**src/rtl/flop_r.sv**
```systemverilog
// flop_r: WIDTH-bit D flip-flop with an asynchronous, active-low reset that loads RESET_VALUE.
// q comes straight from the state register, so d and clk never reach it combinationally.
`timescale 1ns/100ps
module flop_r #(
  parameter int unsigned      WIDTH       = 32,
  parameter logic [WIDTH-1:0] RESET_VALUE = {WIDTH{1'b0}}
) (
  input  logic             clk,
  input  logic             reset,
  input  logic [WIDTH-1:0] d,
  output logic [WIDTH-1:0] q
);

  logic [WIDTH-1:0] q_r;

  // Capture d on every rising edge; a falling reset overrides capture at once.
  always_ff @(posedge clk or negedge reset) begin
    if (!reset) begin
      q_r <= RESET_VALUE;
    end else begin
      q_r <= d;
    end
  end

  assign q = q_r;

endmodule

```
**config.mk**
```make
export PLATFORM = sky130hd
export DESIGN_NAME = flop_r
export DESIGN_NICKNAME = d
export VERILOG_FILES = /design/src/rtl/flop_r.sv
export SDC_FILE = /design/constraint.sdc
export NUM_CORES = 1
export LEC_CHECK = 0
export ABC_AREA = 1
export BUFFER_PORTS_ARGS = -buffer_cell sky130_fd_sc_hd__buf_4
export CORE_MARGIN = 5
export CORE_UTILIZATION = 36
export DETAILED_ROUTE_END_ITERATION = 7
export MAX_ROUTING_LAYER = met4
export PLACE_DENSITY = 0.74
export SLEW_MARGIN = 20
export SYNTH_ARGS = -nofsm -noshare
export SYNTH_HDL_FRONTEND = slang
export SYNTH_SLANG_ARGS = --single-unit
```
**constraint.sdc**
```tcl
create_clock -name clk -period 0.8 [get_ports clk]
set_clock_uncertainty 0.1 [all_clocks]
set_input_delay 0.24 -clock clk [delete_from_list [all_inputs] [get_ports clk]]
set_output_delay 0.24 -clock clk [all_outputs]
set_load 0.01 [all_outputs]
```
==> After elaboration in Yosys (flattened, before gate mapping) <==
Cells that the tools add are included.
{ "classes": {"n_shift": 0, "multipliers": 0, "magnitude_cmp": 0, "n_addsub": 0, "n_eq_ne": 0, "mux": 0, "bitwise": 0, "div": 0, "reduce_logical": 0} }
{ "totals": {"regBits": 32, "inputBits": 34, "mem_bits_rw": 0, "rom_bits": 0, "wordCells": 1, "mem_count": 0, "output_inout_bits": 32, "latchBits": 0} }

==> Longest topological paths before layout <==
Gate-level depths: netlist of run 1.
{ "logic_depth": {"ltp_word": 0, "depth_mapped": 0, "ltp_nobuf": 0} }

==> Worst setup path after synthesis of run 1 <==
Ideal clock, no wire load.
{ "synth_timing": {"kind": "register to output", "start": "reg q_r[0], in the netlist q[0]", "end": "out q[0]", "path_buffers": 0, "required_ns": 0.460, "stages_incl_launch_ff": 1, "slack_ns": 0.084, "arrival_time_ns": 0.376, "path_cell_list": "dfrtp_1"} }
{ "synth_rtl": {"columns": ["element", "line", "source"], "rows": [
  ["start: declaration", "14", "logic [WIDTH-1:0] q_r;"],
  ["start signal: assignment", "19", "q_r <= RESET_VALUE;"],
  ["start signal: assignment", "21", "q_r <= d;"],
  ["end: declaration", "11", "output logic [WIDTH-1:0] q"]
]} }
No word-level cell between the ends.

==> Worst setup path after layout of run 1 <==
{ "layout_timing": {"start": "reg q_r[18], in the netlist q[18]", "end": "out q[18]"} }
No word-level cell between the ends.

==> results of run 1 <==
## cell usage after synthesis (all sizes together)
cell type,number,area (sq um)
dfrtp,32,800.8
## how the worst max path moves through the flow
stage          startpoint     to  slack, ps  cells after the start
6_report            q[18]  q[18]       -420                      1
2_1_floorplan        q[0]   q[0]         80                      0
3_3_place_gp        q[26]  q[26]        -30                      1
4_1_cts              q[9]   q[9]       -390                      1
3_5_place_dp         q[9]   q[9]        -40                      1
5_1_grt             q[18]  q[18]       -450                      1
## cells by family after synthesis
family      count (synthesis)  share of synthesized area
flip-flops                 32                      1.000
## metal layers
layer | vias to the layer above | track usage | share of wire
li1 | 305 | - | -
met1 | 311 | 0.1925 | 0.34
met2 | 40 | 0.3263 | 0.56
met3 | 4 | 0.07014 | 0.077
met4 | 0 | 0.06954 | 0.025
met5 | - | - | 0
## power groups by stage
stage | Combinational [mW] | Clock (mW) | Sequential [mW]
2_1_floorplan | 0 | 0 | 1.80
3_3_place_gp | 0.326 | 0 | 1.75
3_5_place_dp | 0.334 | 0 | 1.75
4_1_cts | 0.511 | 0.997 | 1.74
5_1_grt | 0.555 | 1.09 | 1.75
6_report | 0.523 | 0.994 | 1.74
## placed cells by master (no fill, tap or decap)
| cell type | Yosys | routed |
|---|---|---|
| buf_6 | 0 | 33 |
| dlygate4sd3_1 | 0 | 29 |
| buf_4 | 0 | 32 |
| dlymetal6s4s_1 | 0 | 4 |
| dfrtp_1 | 32 | 32 |
| clkbuf_4 | 0 | 5 |
| clkbuf_8 | 0 | 2 |
## metrics by stage
stage | TNS [ps] | area, sq um | utilization
floorplan | 0 | 800.8 | -
global placement | -540.1 | 1324 | 0.6102
detailed placement | -654.3 | 1324 | 0.6102
CTS | -11870 | 1839 | 0.8478
global route | -12930 | 1853 | 0.8541
finish | -11700 | 1853 | 0.8541
## timing repair
| action | in CTS | in global routing |
|---|---|---|
| resized for setup | 32 | 5 |
| endpoints found under the setup margin | 32 | 68 |
| endpoints found under the hold margin | 64 | 0 |
| hold buffers | 33 | 0 |
## final cells by class
| type | instances | area, sq um |
|---|---|---|
| Clock buffer | 7 | 65.06 |
| Fill cell | 102 | 316.6 |
| Sequential cell | 32 | 800.8 |
| Tap cell | 28 | 35.03 |
| Timing Repair Buffer | 98 | 952.2 |
==> metrics, run 1 <==
hold endpoint=q[8]; syn_nets=66; Max-cap violations=0; Netlist cell types=1; first-pass GRT wire length=4.119 mm; CP Launch Type=register; relative slew slack=0.8133; total power=3.259 mW; Slew Limit Fails=0; clock slew at reported path FFs=about 100 ps; RSZ-0062 raised after global routing=true; CTS Buf Count=5; # port buffers=65; vias per inst=~4.0; Post-Syn Instances=32; Chip Width=57.17 microns; register area share after synthesis=1.000; Leak Pwr=0.9370 nW; comb_multi_in=0; crit path DAT=880 ps; critical path type=reg -> out; Multi-input gate area=0 sq um; Initial Util=0.3691; Worst Hold Depth=2; Comb pwr share=0.160; Power Dens Cells=around 1800 nW/um^2; # setup viols final=39; Inst Count DP=125; Max IR drop VDD=1.597 mV; Int Power=approximately 2.6 mW; Root Buffer=clkbuf_4; dpl ws=-38.85 ps; clock tree from TritonCTS=yes; Yosys warnings=0; fin cells=165; hold slack final=139.7 ps; switching share of total power=0.2161; # rows=17; gr ovfl total=0; vias in the first global route=735; cell area after synthesis=800.8 sq um; Tot GR Track Use=0.1879; critical path peak fanout=1; Area Growth Syn to Fin=131.4%; DR pass1 iterations=3; layout cells sized above 1=0.5255; CTS sink cnt=32; post-CTS setup buffers=0; Cell Chain, Critical Path=buf_6; max FFs per register=32; Final nets=171; CTS max path bufs=2; Hold Startpoint=d[8]; sequential fraction of design power=0.535; CP max stage cell=dfrtp_1; failing checks=setup timing; Net Sw Power=0.7045 mW; highest clock rate=just over 800 MHz; largest net degree at the start of global routing=33; family with the most delay on the worst path=flip-flops; # diodes=0; Residual DRC=0; overall routed net length=approximately 2.8 mm; Antenna Violating Nets Remaining=0; Yosys reg bits=32; Ports=66; Clock power frac=0.305; final worst path period need=1217 ps; RD Place Congestion=~0.74; Least-Margin Pin Slew=280.1 ps; Mapped Avg Cell Area=roughly 25 sq um; Die Ht=57.17 microns; # H-tree levels=2; period utilization=1.522; Initial DRC Count=4; CP required=460 ps; Hold Vio Cnt, Final=0; outcome=finished with violations; die area=3268 sq um; antenna violations before repair=0; core area=2170 sq um; CP endpoint kind=output port; WP buf/inv=1; Via Count=660; largest stage delay on the critical path=~420 ps; slack of the critical path=-417.3 ps; Avg WL per Cell=roughly 17 microns; Hold Path Class=in -> reg
Power figures use the tool's default switching activity.
==> run 2: changes to the inputs <==
CORE_UTILIZATION = 32   (was 36)
PLACE_DENSITY = 0.7   (was 0.74)
clock period = 1.1 ns   (was 0.8 ns; I/O delays follow)
==> run 2 against run 1 <==
Effect of this change: the run still ends with setup timing left; final area fell by 2.0%; worst setup slack improved by 260 ps; worst hold slack got worse by 110 ps; count of clock-buffer cells in the layout rose by 1; via count fell by 1.5%; global-route usage fell by 6.9 points; critical path type unchanged; critical endpoint is now q[8]; largest cell class unchanged; largest power group unchanged; highest routed layer unchanged.
==> metrics, run 2 (synthesis gave the netlist of run 1 again) <==
outcome=finished with violations; failing checks=setup timing; Die Ht=60.03 microns (+5.0%); clock tree from TritonCTS=yes; core area=2432 sq um (+12%); CP Depth=1 (unchanged); Antenna Violating Nets Remaining=0 (unchanged); most frequent cells in the layout=33 x buf_4, 32 x buf_6, 32 x dfrtp_1, 31 x dlygate4sd3_1, 5 x clkbuf_4; Worst Hold Depth=1 (-1); Multi-input gate area=0 sq um (unchanged); WP buf/inv=1 (unchanged); Least-Margin Pin Slew=379.1 ps (+98.98 ps); # setup viols final=32 (-18%); vias in the first global route=640 (-13%); Cell Chain, Critical Path=buf_6; max FFs per register=32 (unchanged); post-CTS setup buffers=0 (unchanged); # port buffers=65 (unchanged); Max IR drop VDD=1.209 mV (-24%); period utilization=1.146; clock slew at reported path FFs=90 ps (about the same); overall routed net length=2.128 mm (-23%); Hold Vio Cnt, Final=0 (unchanged); slack of the critical path=-160.4 ps (+256.8 ps); Avg WL per Cell=12.82 microns (-24%); Initial DRC Count=5 (+1); CP required=670 ps (+210 ps); fin cells=166 (+0.61%); family with the most delay on the worst path=flip-flops; first-pass GRT wire length=2.891 mm (-30%); Via Count=650 (-1.5%); Initial Util=0.3292 (-0.03987); comb_multi_in=0 (unchanged); largest net degree at the start of global routing=33 (unchanged); Power Dens Cells=1252 nW/um^2 (-29%); Slew Limit Fails=0 (unchanged); CP max stage cell=dfrtp_1; gr ovfl total=0 (unchanged); largest stage delay on the critical path=400 ps (-20 ps); Residual DRC=0 (unchanged); Final nets=169 (-1.2%); RSZ-0062 raised after global routing=true; CP endpoint kind=output port; Ports=66 (unchanged); Root Buffer=clkbuf_4; # rows=18 (+1); CTS max path bufs=2 (unchanged); antenna violations before repair=0 (unchanged); Chip Width=60.03 microns (+5.0%); # diodes=0 (unchanged); Max-cap violations=0 (unchanged); DR pass1 iterations=2 (-1); layout cells sized above 1=0.5221 (-0.003489); dpl ws=177.5 ps (+216.4 ps); Inst Count DP=127 (+1.6%); Hold Path Class=in -> reg; Area Growth Syn to Fin=126.7%; CP Launch Type=register; # H-tree levels=2 (unchanged); highest clock rate=about 800 MHz; commonest non-fill, non-tap cell in the layout=buf_4; CTS sink cnt=32 (unchanged); critical path peak fanout=1 (unchanged); critical path type=reg -> out; Leak Pwr=0.8871 nW (-5.3%); Tot GR Track Use=0.1192 (-0.06872); die area=3603 sq um (+10%); vias per inst=3.916 (-2.1%); CTS Buf Count=5 (unchanged); RD Place Congestion=0.5911 (-20%); final worst path period need=1260 ps; relative slew slack=0.7473 (-0.06599); crit path DAT=830 ps (-50 ps)
## run 2: layer usage
metal  GRT usage  up-vias  wire, microns
met1      0.1222      305            653
met3     0.06263        2            261
met5           -        -              0
met4     0.06646        0             14
li1            -      305              -
met2      0.1821       38           1199
## run 2: layout make-up
type	instances	area, sq um
repair buffers	96	918.4
flip-flops and latches	32	800.8
fillers	159	616.8
clock buffers	8	58.81
well taps	30	37.54
## run 2: worst paths after layout
path,to,slack [ps],startpoint
max in group asynchronous,q[7],240,reset
min in group asynchronous,q[26],390,reset
min,q[25],30,d[25]
max,q[8],-160,q[8]
## run 2: repair_timing
item | 4_1_cts | 5_1_grt
setup endpoints to repair | 32 | 32
hold buffers | 1 | 30
gates resized for setup | 32 | 0
pin swaps | 0 | 0
hold endpoints to repair | 32 | 30
## run 2: through the flow
stage | instance area (sq um) | hold slack (ps) | setup TNS [ps] | utilization | total power, mW
2_1_floorplan | 800.8 | -65.59 | 0 | - | 1.308
3_3_place_gp | 1326 | 171.3 | 0 | 0.5453 | 1.507
3_5_place_dp | 1326 | 185.4 | 0 | 0.5453 | 1.516
4_1_cts | 1515 | 0.06700 | -5166 | 0.6229 | 2.235
5_1_grt | 1815 | 2.648 | -6115 | 0.7464 | 2.406
6_report | 1815 | 29.99 | -4416 | 0.7464 | 2.273
## run 2: power by group
part,switching [mW],internal [mW]
Sequential,0.0280,1.24
Clock,0.334,0.315
Combinational,0.109,0.252
==> run 3: changes to the inputs <==
SETUP_SLACK_MARGIN = 0.5   (was not set)
==> run 3 against run 2 <==
Effect of this change: the run ends with hold timing, setup timing left; first-iteration DRC count is 60% lower; worst setup slack better by 1.8 ps; power is 3.7% lower; final area is 17% lower; largest power group unchanged; highest routed layer unchanged.
==> metrics, run 3 (synthesis gave the netlist of run 1 again) <==
outcome=finished with violations; failing checks=hold timing, setup timing; FILL cells=193 (+21%); WP buf/inv=1 (unchanged); crit path DAT=830 ps (about the same); highest clock rate=794.6 MHz (+0.15%); Root Buffer=clkbuf_4; Hold Path Class=in -> async; Chip Width=60.03 microns (unchanged); CTS Buf Count=5 (unchanged); final worst path period need=1259 ps (-1.848 ps); Inst Count DP=127 (unchanged); post-CTS setup buffers=0 (unchanged); Multi-input gate area=0 sq um (unchanged); clock tree from TritonCTS=yes; dpl ws=177.5 ps (unchanged); Hold Vio Cnt, Final=32 (+32); # setup viols final=32 (unchanged); Reg area=800.8 sq um (unchanged); # diodes=0 (unchanged); # rows=18 (unchanged); Avg WL per Cell=13.30 microns (+3.7%); largest stage delay on the critical path=390 ps (about the same); CP Launch Type=register; first-pass GRT wire length=2.870 mm (-0.73%); Max IR drop VDD=1.207 mV (-0.15%); Power Dens Cells=1454 nW/um^2 (+16%); Die Ht=60.03 microns (unchanged); largest net degree at the start of global routing=33 (unchanged); Least-Margin Pin Slew=388.3 ps (+9.240 ps); critical path type=reg -> out; commonest non-fill, non-tap cell in the layout=buf_4; Initial DRC Count=2 (-3); Tot GR Track Use=0.1187 (-0.0004675); Cell Chain, Critical Path=buf_6; core area=2432 sq um (unchanged); overall routed net length=1.795 mm (-16%); Max-cap violations=0 (unchanged); Ports=66 (unchanged); layout cells sized above 1=0.6762 (+0.1541); CP max stage cell=dfrtp_1; Slew Limit Fails=0 (unchanged); slack of the critical path=-158.6 ps (+1.848 ps); CTS sink cnt=32 (unchanged); relative slew slack=0.7411 (-0.006160); Residual DRC=0 (unchanged); Initial Util=0.3292 (unchanged); antenna violations before repair=0 (unchanged); family with the most delay on the worst path=flip-flops; max FFs per register=32 (unchanged); period utilization=1.144 (-0.001680); die area=3603 sq um (unchanged); CTS max path bufs=2 (unchanged); hold slack final=-161.8 ps (-191.8 ps); CP required=670 ps (about the same); DR pass1 iterations=2 (unchanged); RSZ-0062 raised after global routing=true; RD Place Congestion=0.5911 (unchanged); TNS Setup=-4412 ps (+3.840 ps); Antenna Violating Nets Remaining=0 (unchanged); clock slew at reported path FFs=90 ps (about the same); Area Growth Syn to Fin=87.97%; critical path peak fanout=1 (unchanged); most frequent cells in the layout=33 x buf_4, 32 x buf_6, 32 x dfrtp_1, 5 x clkbuf_4, 2 x clkbuf_1; CP endpoint kind=output port; Final nets=138 (-18%); vias per inst=3.941 (+0.64%); Leak Pwr=0.7576 nW (-15%); comb_multi_in=0 (unchanged); gr ovfl total=0 (unchanged); Via Count=532 (-18%); vias in the first global route=632 (-1.3%); fin cells=135 (-19%); # port buffers=65 (unchanged); # H-tree levels=2 (unchanged)
[run 3: area by class of cell]
type	instances	area share
sequential	32	0.5320
clock buffer	8	0.03907
timing repair buffer	65	0.4040
tap	30	0.02494
[run 3: worst paths after layout]
| path | start | to | depth (start not counted) |
|---|---|---|---|
| min in group clk | d[11] | q[11] | 1 |
| min | reset | q[18] | 1 |
| max in group asynchronous | reset | q[2] | 1 |
| max | q[8] | q[8] | 1 |
[run 3: routing by layer]
layer  vias up  GRT usage  wire length [microns]
li1        242          -                      -
met1       250     0.1250                    549
met2        38     0.1775                    976
met3         2    0.06263                    255
met4         0    0.06646                     14
met5         -          -                      0
[run 3: repair_timing]
action	4_1_cts	5_1_grt
endpoints found under the hold margin	32	62
gates resized for setup	32	0
gates cloned	0	0
pin swaps	0	0
endpoints found under the setup margin	32	32
[run 3: stage by stage]
step | total power [mW] | area (sq um) | util
finish | 2.188 | 1505 | 0.6188
global route | 2.314 | 1505 | 0.6188
CTS | 2.232 | 1505 | 0.6188
detailed placement | 1.516 | 1326 | 0.5453
global placement | 1.507 | 1326 | 0.5453
floorplan | 1.308 | 800.8 | -
[run 3: where the power goes]
part           switching, mW  internal, mW
Sequential            0.0271          1.24
Clock                  0.340         0.315
Combinational         0.0900         0.180
Total                  0.457          1.73
